**src/rtl/pol2rec.sv**
```systemverilog
// Purpose : polar (mod 16Q16, angle deg 8Q24) to rectangular (x, y 16Q16) via iterative CORDIC rotation.
// Latency : start accepted on edge 0, done pulses after edge NITER+2; back-to-back every NITER+3 cycles.
// Backpressure: none; start is ignored while busy, enable=0 freezes all state and holds done low.
//
// Ports:
//   clock, reset (async, active low), enable (clock enable)
//   start         - request; sampled only in IDLE with enable=1
//   mod, angle    - signed 16Q16 modulus, signed 8Q24 angle in degrees
//   x, y          - signed 16Q16 results, saturated, held until the next conversion
//   busy, done    - busy from the cycle after accept until done; done is a one-cycle pulse
module pol2rec #(
    parameter int          NITER = 24,
    parameter logic [31:0] KINV  = 32'h4DBA76D4
) (
    input  logic               clock,
    input  logic               reset,
    input  logic               enable,
    input  logic               start,
    input  logic signed [31:0] mod,
    input  logic signed [31:0] angle,
    output logic signed [31:0] x,
    output logic signed [31:0] y,
    output logic               busy,
    output logic               done
);

    typedef enum logic [1:0] {IDLE, LOAD, ITER, DONE} state_t;

    localparam logic signed [31:0] DEG90  = 32'sh5A000000;
    localparam logic signed [31:0] NDEG90 = -32'sh5A000000;
    localparam logic [4:0]         LAST   = 5'(NITER - 1);

    state_t             state, state_nx;
    logic [4:0]         cnt;
    logic signed [31:0] mod_q, angle_q;
    logic signed [33:0] xr, yr;
    logic signed [31:0] zr;

    logic signed [63:0] prod;
    logic signed [33:0] ms;
    logic signed [33:0] xs, ys;
    logic signed [31:0] at;

    // atan(2^-i) in degrees, 8Q24
    function automatic logic signed [31:0] atan_rom(input logic [4:0] i);
        case (i)
            5'd0:  atan_rom = 32'sd754974720;
            5'd1:  atan_rom = 32'sd445687602;
            5'd2:  atan_rom = 32'sd235489088;
            5'd3:  atan_rom = 32'sd119537938;
            5'd4:  atan_rom = 32'sd60000934;
            5'd5:  atan_rom = 32'sd30029717;
            5'd6:  atan_rom = 32'sd15018523;
            5'd7:  atan_rom = 32'sd7509720;
            5'd8:  atan_rom = 32'sd3754917;
            5'd9:  atan_rom = 32'sd1877466;
            5'd10: atan_rom = 32'sd938734;
            5'd11: atan_rom = 32'sd469367;
            5'd12: atan_rom = 32'sd234684;
            5'd13: atan_rom = 32'sd117342;
            5'd14: atan_rom = 32'sd58671;
            5'd15: atan_rom = 32'sd29335;
            5'd16: atan_rom = 32'sd14668;
            5'd17: atan_rom = 32'sd7334;
            5'd18: atan_rom = 32'sd3667;
            5'd19: atan_rom = 32'sd1833;
            5'd20: atan_rom = 32'sd917;
            5'd21: atan_rom = 32'sd458;
            5'd22: atan_rom = 32'sd229;
            5'd23: atan_rom = 32'sd115;
            5'd24: atan_rom = 32'sd57;
            5'd25: atan_rom = 32'sd29;
            5'd26: atan_rom = 32'sd14;
            5'd27: atan_rom = 32'sd7;
            5'd28: atan_rom = 32'sd4;
            5'd29: atan_rom = 32'sd2;
            default: atan_rom = 32'sd0;
        endcase
    endfunction

    // Clamp the 34-bit working value into the 32-bit output range
    function automatic logic signed [31:0] sat34(input logic signed [33:0] v);
        if (v[33:31] == 3'b000 || v[33:31] == 3'b111)
            sat34 = v[31:0];
        else if (v[33])
            sat34 = 32'sh80000000;
        else
            sat34 = 32'sh7FFFFFFF;
    endfunction

    // Gain pre-compensation: floor((mod * 1/K) / 2^31)
    assign prod = 64'(mod_q) * 64'(signed'(KINV));
    assign ms   = 34'(prod >>> 31);

    assign xs = xr >>> cnt;
    assign ys = yr >>> cnt;
    assign at = atan_rom(cnt);

    always_ff @(posedge clock or negedge reset) begin
        if (!reset)
            state <= IDLE;
        else if (enable)
            state <= state_nx;
    end

    always_comb begin
        state_nx = state;
        case (state)
            IDLE:    if (start) state_nx = LOAD;
            LOAD:    state_nx = ITER;
            ITER:    if (cnt == LAST) state_nx = DONE;
            DONE:    state_nx = IDLE;
            default: state_nx = IDLE;
        endcase
    end

    always_ff @(posedge clock or negedge reset) begin
        if (!reset) begin
            mod_q   <= '0;
            angle_q <= '0;
            xr      <= '0;
            yr      <= '0;
            zr      <= '0;
            cnt     <= '0;
            x       <= '0;
            y       <= '0;
            busy    <= 1'b0;
            done    <= 1'b0;
        end else begin
            // done is a pulse and also stays low through any stall
            done <= 1'b0;
            if (enable) begin
                case (state)
                    IDLE: begin
                        if (start) begin
                            mod_q   <= mod;
                            angle_q <= angle;
                            busy    <= 1'b1;
                        end
                    end
                    LOAD: begin
                        // Fold angles beyond +-90 deg onto the y axis so the
                        // residual stays inside the CORDIC convergence range.
                        if (angle_q > DEG90) begin
                            xr <= '0;
                            yr <= ms;
                            zr <= angle_q - DEG90;
                        end else if (angle_q < NDEG90) begin
                            xr <= '0;
                            yr <= -ms;
                            zr <= angle_q + DEG90;
                        end else begin
                            xr <= ms;
                            yr <= '0;
                            zr <= angle_q;
                        end
                        cnt <= '0;
                    end
                    ITER: begin
                        if (!zr[31]) begin
                            xr <= xr - ys;
                            yr <= yr + xs;
                            zr <= zr - at;
                        end else begin
                            xr <= xr + ys;
                            yr <= yr - xs;
                            zr <= zr + at;
                        end
                        cnt <= cnt + 5'd1;
                    end
                    DONE: begin
                        x    <= sat34(xr);
                        y    <= sat34(yr);
                        done <= 1'b1;
                        busy <= 1'b0;
                    end
                    default: ;
                endcase
            end
        end
    end

endmodule

```
**config.mk**
```make
export PLATFORM = sky130hd
export DESIGN_NAME = pol2rec
export DESIGN_NICKNAME = d
export VERILOG_FILES = /design/src/rtl/pol2rec.sv
export SDC_FILE = /design/constraint.sdc
export NUM_CORES = 2
export LEC_CHECK = 0
export CAP_MARGIN = 20
export CORE_UTILIZATION = 50
export DETAILED_ROUTE_END_ITERATION = 16
export DONT_BUFFER_PORTS = 1
export PLACE_DENSITY = 0.69
export SYNTH_ARGS = -nofsm -noshare
export SYNTH_HDL_FRONTEND = slang
export SYNTH_SLANG_ARGS = --single-unit
export TNS_END_PERCENT = 1
```
**constraint.sdc**
```tcl
create_clock -name clock -period 10.7 [get_ports clock]
set_input_delay 2.14 -clock clock [delete_from_list [all_inputs] [get_ports clock]]
set_output_delay 2.14 -clock clock [all_outputs]
set_load 0.03 [all_outputs]
```
=== Word-level counts from Yosys, hierarchy flattened ===
Memories as Yosys holds them, arrays and structs flattened.
Index checks and enable logic that the tools add are counted.

* Memories: 1
* Bits in registers: 237
* Bits in writable memories: 0
* Bits in read-only memories: 960
* Latch bits: 0

{| class="wikitable"
|+ Memory list
! name !! depth !! width !! rd ports !! clocked after memory_dff !! write ports !! line !! text
|-
| (no name shown) || 32 || 30 || 1 || 0 || 0 || 46 || <nowiki>case (i)</nowiki>
|}

* Multipliers: 1
* Equal/unequal tests: 8
* Reduce and logical (&&, ||, !) cells: 12
* Bitwise gates (word level): 0
* Divide/modulo/power cells: 0
* $add $sub $neg: 10
* Order comparisons: 2
* Multiplexer cells: 24
* Shift operators: 2

{| class="wikitable"
|+ Operators with widths
! kind !! number
|-
| two-way mux 32 bit || 7
|-
| two-way mux 34 bit || 6
|-
| case mux 34 bit (2 select lines) || 2
|-
| adder 34 bit || 2
|-
| >>> shifter 34 x 5 -> 34 bit || 2
|-
| subtractor 34 bit || 2
|-
| case mux 32 bit (2 select lines) || 1
|-
| multiplier 32 x 30 -> 62 bit, second input constant || 1
|-
| negator 33 -> 34 bit || 1
|-
| adder 32 bit || 1
|-
| adder 32 bit, second input constant || 1
|-
| > comparator 32 bit, second input constant || 1
|-
| < comparator 32 bit, second input constant || 1
|-
| subtractor 32 bit || 1
|-
| subtractor 32 bit, second input constant || 1
|-
| case mux 5 bit (2 select lines) || 1
|-
| AND reduction 3 bit || 3
|-
| case mux 2 bit (4 select lines) || 1
|-
| == test 3 bit, second input constant || 2
|-
| logical NOT 3 bit || 2
|-
| adder 5 x 1 -> 5 bit, second input constant || 1
|-
| == test 5 bit, second input constant || 1
|-
| == test 2 bit, second input constant || 2
|-
| two-way mux 2 bit || 2
|-
| 8 further kinds || 14
|}

=== Longest topological paths before layout ===
* Word-level depth: 5
* Mapped depth: 35
* Depth with buffers taken out: 33

=== Worst setup path before layout ===
No wires, ideal clock.

* Path kind: flip-flop to flip-flop
* Start point: reg mod_q[31]
* End point: reg yr[32]
* Cell stages (with the launch flop): 24
* Path slack: 1,756 ps
* Path buffers: 1
* Data arrival time: 8,868 ps
* Setup time: 76 ps
* Required time: 10,624 ps
* Clock period less this slack: 8,944 ps
* Path through: dfrtp_1 clkinv_1 o21ai_0 fa_1 fa_1 fa_1 fa_1 inv_1 fa_1 inv_1 ha_1 clkbuf_1 o21ai_0 a22oi_1 nand2_1 and3b_1 o32a_1 and3b_1 o21ai_0 xnor2_1 or4bb_1 or4b_1 and3_1 o21ai_1

* Word-level cells in the longest chain between the ends: 5

{| class="wikitable"
|+ RTL lines
! what !! line !! text
|-
| start: declaration || 35 || <nowiki>logic signed [31:0] mod_q, angle_q;</nowiki>
|-
| start signal: assignment || 136 || <nowiki>mod_q <= mod;</nowiki>
|-
| multiplier 32 x 30 -> 62 bit * || 92 || <nowiki>assign prod = 64'(mod_q) * 64'(signed'(KINV));</nowiki>
|-
| negator 33 -> 34 bit || 150 || <nowiki>yr <= -ms;</nowiki>
|-
| two-way mux 34 bit || 148 || <nowiki>end else if (angle_q < NDEG90) begin</nowiki>
|-
| two-way mux 34 bit * || 144 || <nowiki>if (angle_q > DEG90) begin</nowiki>
|-
| case mux 34 bit (2 select lines) * || 133 || <nowiki>case (state)</nowiki>
|-
| end signal: assignment || 146 || <nowiki>yr <= ms;</nowiki>
|-
| end signal: assignment || 150 ||
|-
| end signal: assignment || 162 || <nowiki>yr <= yr + xs;</nowiki>
|-
| end: declaration || 36 || <nowiki>logic signed [33:0] xr, yr;</nowiki>
|}

Mark *: on every way between the ends. The rest lies on a longest branch, timed or not.
A chain may end at the register's enable or synchronous reset.

=== Worst setup path after layout ===
* Start point: reg mod_q[11]
* End point: reg yr[33]

The elaborated chain is that of the path after synthesis.

==> impl_results.md <==
- RD Place Congestion: 1.04
- Met3 wire len: 15.0 mm
- EDFF count, synth: 0
- Worst-Margin Slew: 1.07 ns
- Skew final: 0.0317 ns
- Post-route ant nets: 0
- H-tree depth: 2
- Tmin final: 10.19 ns
- Via count: 35700
- Post-route setup slack: 0.506 ns
- Register area: 0.00594 sq mm
- CTS tree: built
- CP arrival: 10.65 ns
- Most used cell, CP: inv_1
- Core Area: 0.0838 sq mm
- Unrepaired setup endpoints after global routing: no
- Path depth of the worst reg2reg path: 31
- Clock buffer depth: 3
- DRT Wirelength: 145 mm
- Reg clk slew, reported paths: 0.07 ns
- Hold_buf cts: 0
- Die width: 293 microns
- Post-Syn Area per Cell: 8.86 sq um
- Hold depth: 2
- Post-synth ARST share: 100%
- Net Count, Synth: 5763
- Die footprint: 0.0860 sq mm
- Delay of the slowest cell on the worst path: 0.64 ns
- HP Class: flip-flop to flip-flop
- Vias/cell: 6.13
- Setup bufs post-CTS: 0
- Met2 wire len: 61.1 mm
- Port bufs: 0
- Setup TNS: 0 ns
- Die height: 293 microns
- Met1 Routed Length: 63.9 mm
- Uppermost metal layer occupied by signal nets: met5
- Worst-Skew Late Latency: 0.61 ns
- Count of nets after finishing: 5647
- CTS Buf Count: 34
- Initial DRC Count: 3928
- Antenna violations before repair: 3
- Clock sink count: 237
- Crit path required time: 11.15 ns
- Cell area after synthesis: 0.0424 sq mm
- Fraction of layout cells with a size suffix above 1: 7.03%
- CP Launch Type: flip-flop
- Largest net degree at the start of global routing: 238
- Initial core utilization: 50.6%
- Critical path class: flip-flop to flip-flop
- Synth warn: 0
- Final Max Tran Viols: 0
- Vias in the first global route: 35000
- Place WS: 0.878 ns
- Congestion Overflow GR: 0
- Worst setup EP type: flip-flop
- First-pass DRT Iterations: 6
- # fillers: 7887
- Most common cell after layout, fill and taps aside: inv_1
- P&R area growth vs syn: 5.05%
- Clock Tree Root: clkbuf_16
- Fin. Hold Viols: 0
- First-pass GRT wire length: 220 mm
- Gr usage total: 34.0%
- Sequential-to-total area share from yosys stat: 14.0%
- Std cell rows: 106
- Distinct cells, synth: 95
- Fin crit share: 95.3%
- Register bit total from synthesis: 237
- Primary FF master, synth: dfrtp_1
- Post-Synthesis Cells: 4787
- Area taken by multi-input logic gates: 0.0329 sq mm
- Final Setup Violations: 0
- DRC: 0
- Status: completed
- # IOs: 134
- Max Clock Freq: 98.1 MHz
- CP Max Fanout: 9
- Drt wl/cell: 24.8 microns
- Number of max-cap violations: 0
- Post-CTS Resized: 0
- HPWL after DPL: 117 mm
- Most frequent cells in the layout: inv_1, ha_1, fa_1, nor2_1, a21oi_1
- Rel. slew slack: 28.4%
- Critical path's slowest cell: nor3_2
## state kept, by name, summed over array words and instances, names as in the netlist
name and flops:
xr 34, yr 34, angle_q 32, mod_q 32
x 32, y 32, zr 32, cnt 5
state 2, busy 1, done 1
## per-layer routing
metal,GRT usage (%),vias up
li1,-,16100
met4,10.4,2
met3,6.99,231
met2,49.6,1786
met5,0,-
met1,50.1,17600
## layout make-up
| type | count | share of cell area [%] |
|---|---|---|
| diodes | 1 | 0.00562 |
| well taps | 1134 | 3.18 |
| multi-input cells | 3619 | 73.9 |
| repair buffers | 37 | 0.682 |
| inverters | 742 | 6.25 |
| flip-flops and latches | 237 | 13.3 |
| clock inverters | 19 | 0.536 |
| clock buffers | 41 | 2.08 |
## logic make-up after synthesis
group | after synthesis | synth area share, %
adder cells (fa/ha/maj) | 908 | 34.3
AO/OA/AOI/OAI | 1020 | 15.2
AND/OR/NAND/NOR | 1104 | 12.0
flip-flops | 237 | 14.0
multiplexers | 266 | 9.42
XOR/XNOR | 321 | 6.63
buffers and inverters | 931 | 8.44
## stage by stage
| stage | util, % | cell area [sq um] | hold slack [ns] | instances |
|---|---|---|---|---|
| floorplan | - | 42400 | 0.456 | 4787 |
| global placement | 51.7 | 43300 | 0.472 | 5765 |
| detailed placement | 51.7 | 43300 | 0.477 | 5765 |
| CTS | 53.1 | 44500 | 0.489 | 5825 |
| global route | 53.2 | 44600 | 0.505 | 5829 |
| finish | 53.2 | 44600 | 0.485 | 5830 |
## cell usage after synthesis, drive strengths merged, types with 9 or more instances
| cell | number | area, sq um |
|---|---|---|
| o31ai | 18 | 135 |
| a21o | 98 | 736 |
| nor3b | 9 | 72.6 |
| o21bai | 15 | 113 |
| o21a | 34 | 255 |
| xor2 | 154 | 1350 |
| mux2 | 97 | 1100 |
| nand4 | 29 | 181 |
| and4 | 9 | 81.3 |
| dfrtp | 237 | 5930 |
| nand3 | 62 | 310 |
| a221o | 12 | 120 |
| nor4 | 20 | 131 |
| a211oi | 28 | 210 |
| or2 | 11 | 68.8 |
| nand2b | 24 | 150 |
| clkbuf | 138 | 519 |
| o211ai | 24 | 180 |
| a221oi | 43 | 377 |
| o21ai | 205 | 1030 |
| or3 | 18 | 113 |
| o22ai | 14 | 87.6 |
| a41oi | 9 | 86.3 |
| a22oi | 15 | 113 |
| ha | 483 | 6040 |
| a31oi | 39 | 244 |
| nand2 | 352 | 1320 |
| a21boi | 12 | 90.1 |
| o41ai | 9 | 78.8 |
| fa | 425 | 8510 |
| xnor2 | 167 | 1460 |
| nor3 | 55 | 285 |
| nor2b | 32 | 200 |
| a21oi | 358 | 1790 |
| nor2 | 377 | 1420 |
| inv | 740 | 2780 |
| mux4 | 96 | 2170 |
| and2 | 34 | 213 |
| mux2i | 73 | 731 |
| buf | 51 | 277 |
| and3 | 38 | 238 |
## worst paths after layout
path	startpoint	end	slack (ns)
min reg2reg	zr[27]	zr[27]	0.49
max reg2reg	mod_q[11]	yr[33]	0.51
max in group asynchronous	reset	cnt[0]	8.70
min in group asynchronous	reset	mod_q[8]	1.25
max	mod_q[11]	yr[33]	0.51
min	zr[27]	zr[27]	0.49
## worst max-delay path, delay by kind of cell, from the launching register on
family                     cells  cell delay [ns]
and+or+nand+nor                5             2.43
AOI/OAI and AO/OA              8             2.09
buffers and inverters          8             0.57
xor gates and xnor gates       1             0.49
DFF                            1             0.62
adders and majority gates      9             3.80
Power is left out: the tool's default activity adds up to more than one toggle a clock period on the data nets, which glitch-free logic cannot reach.
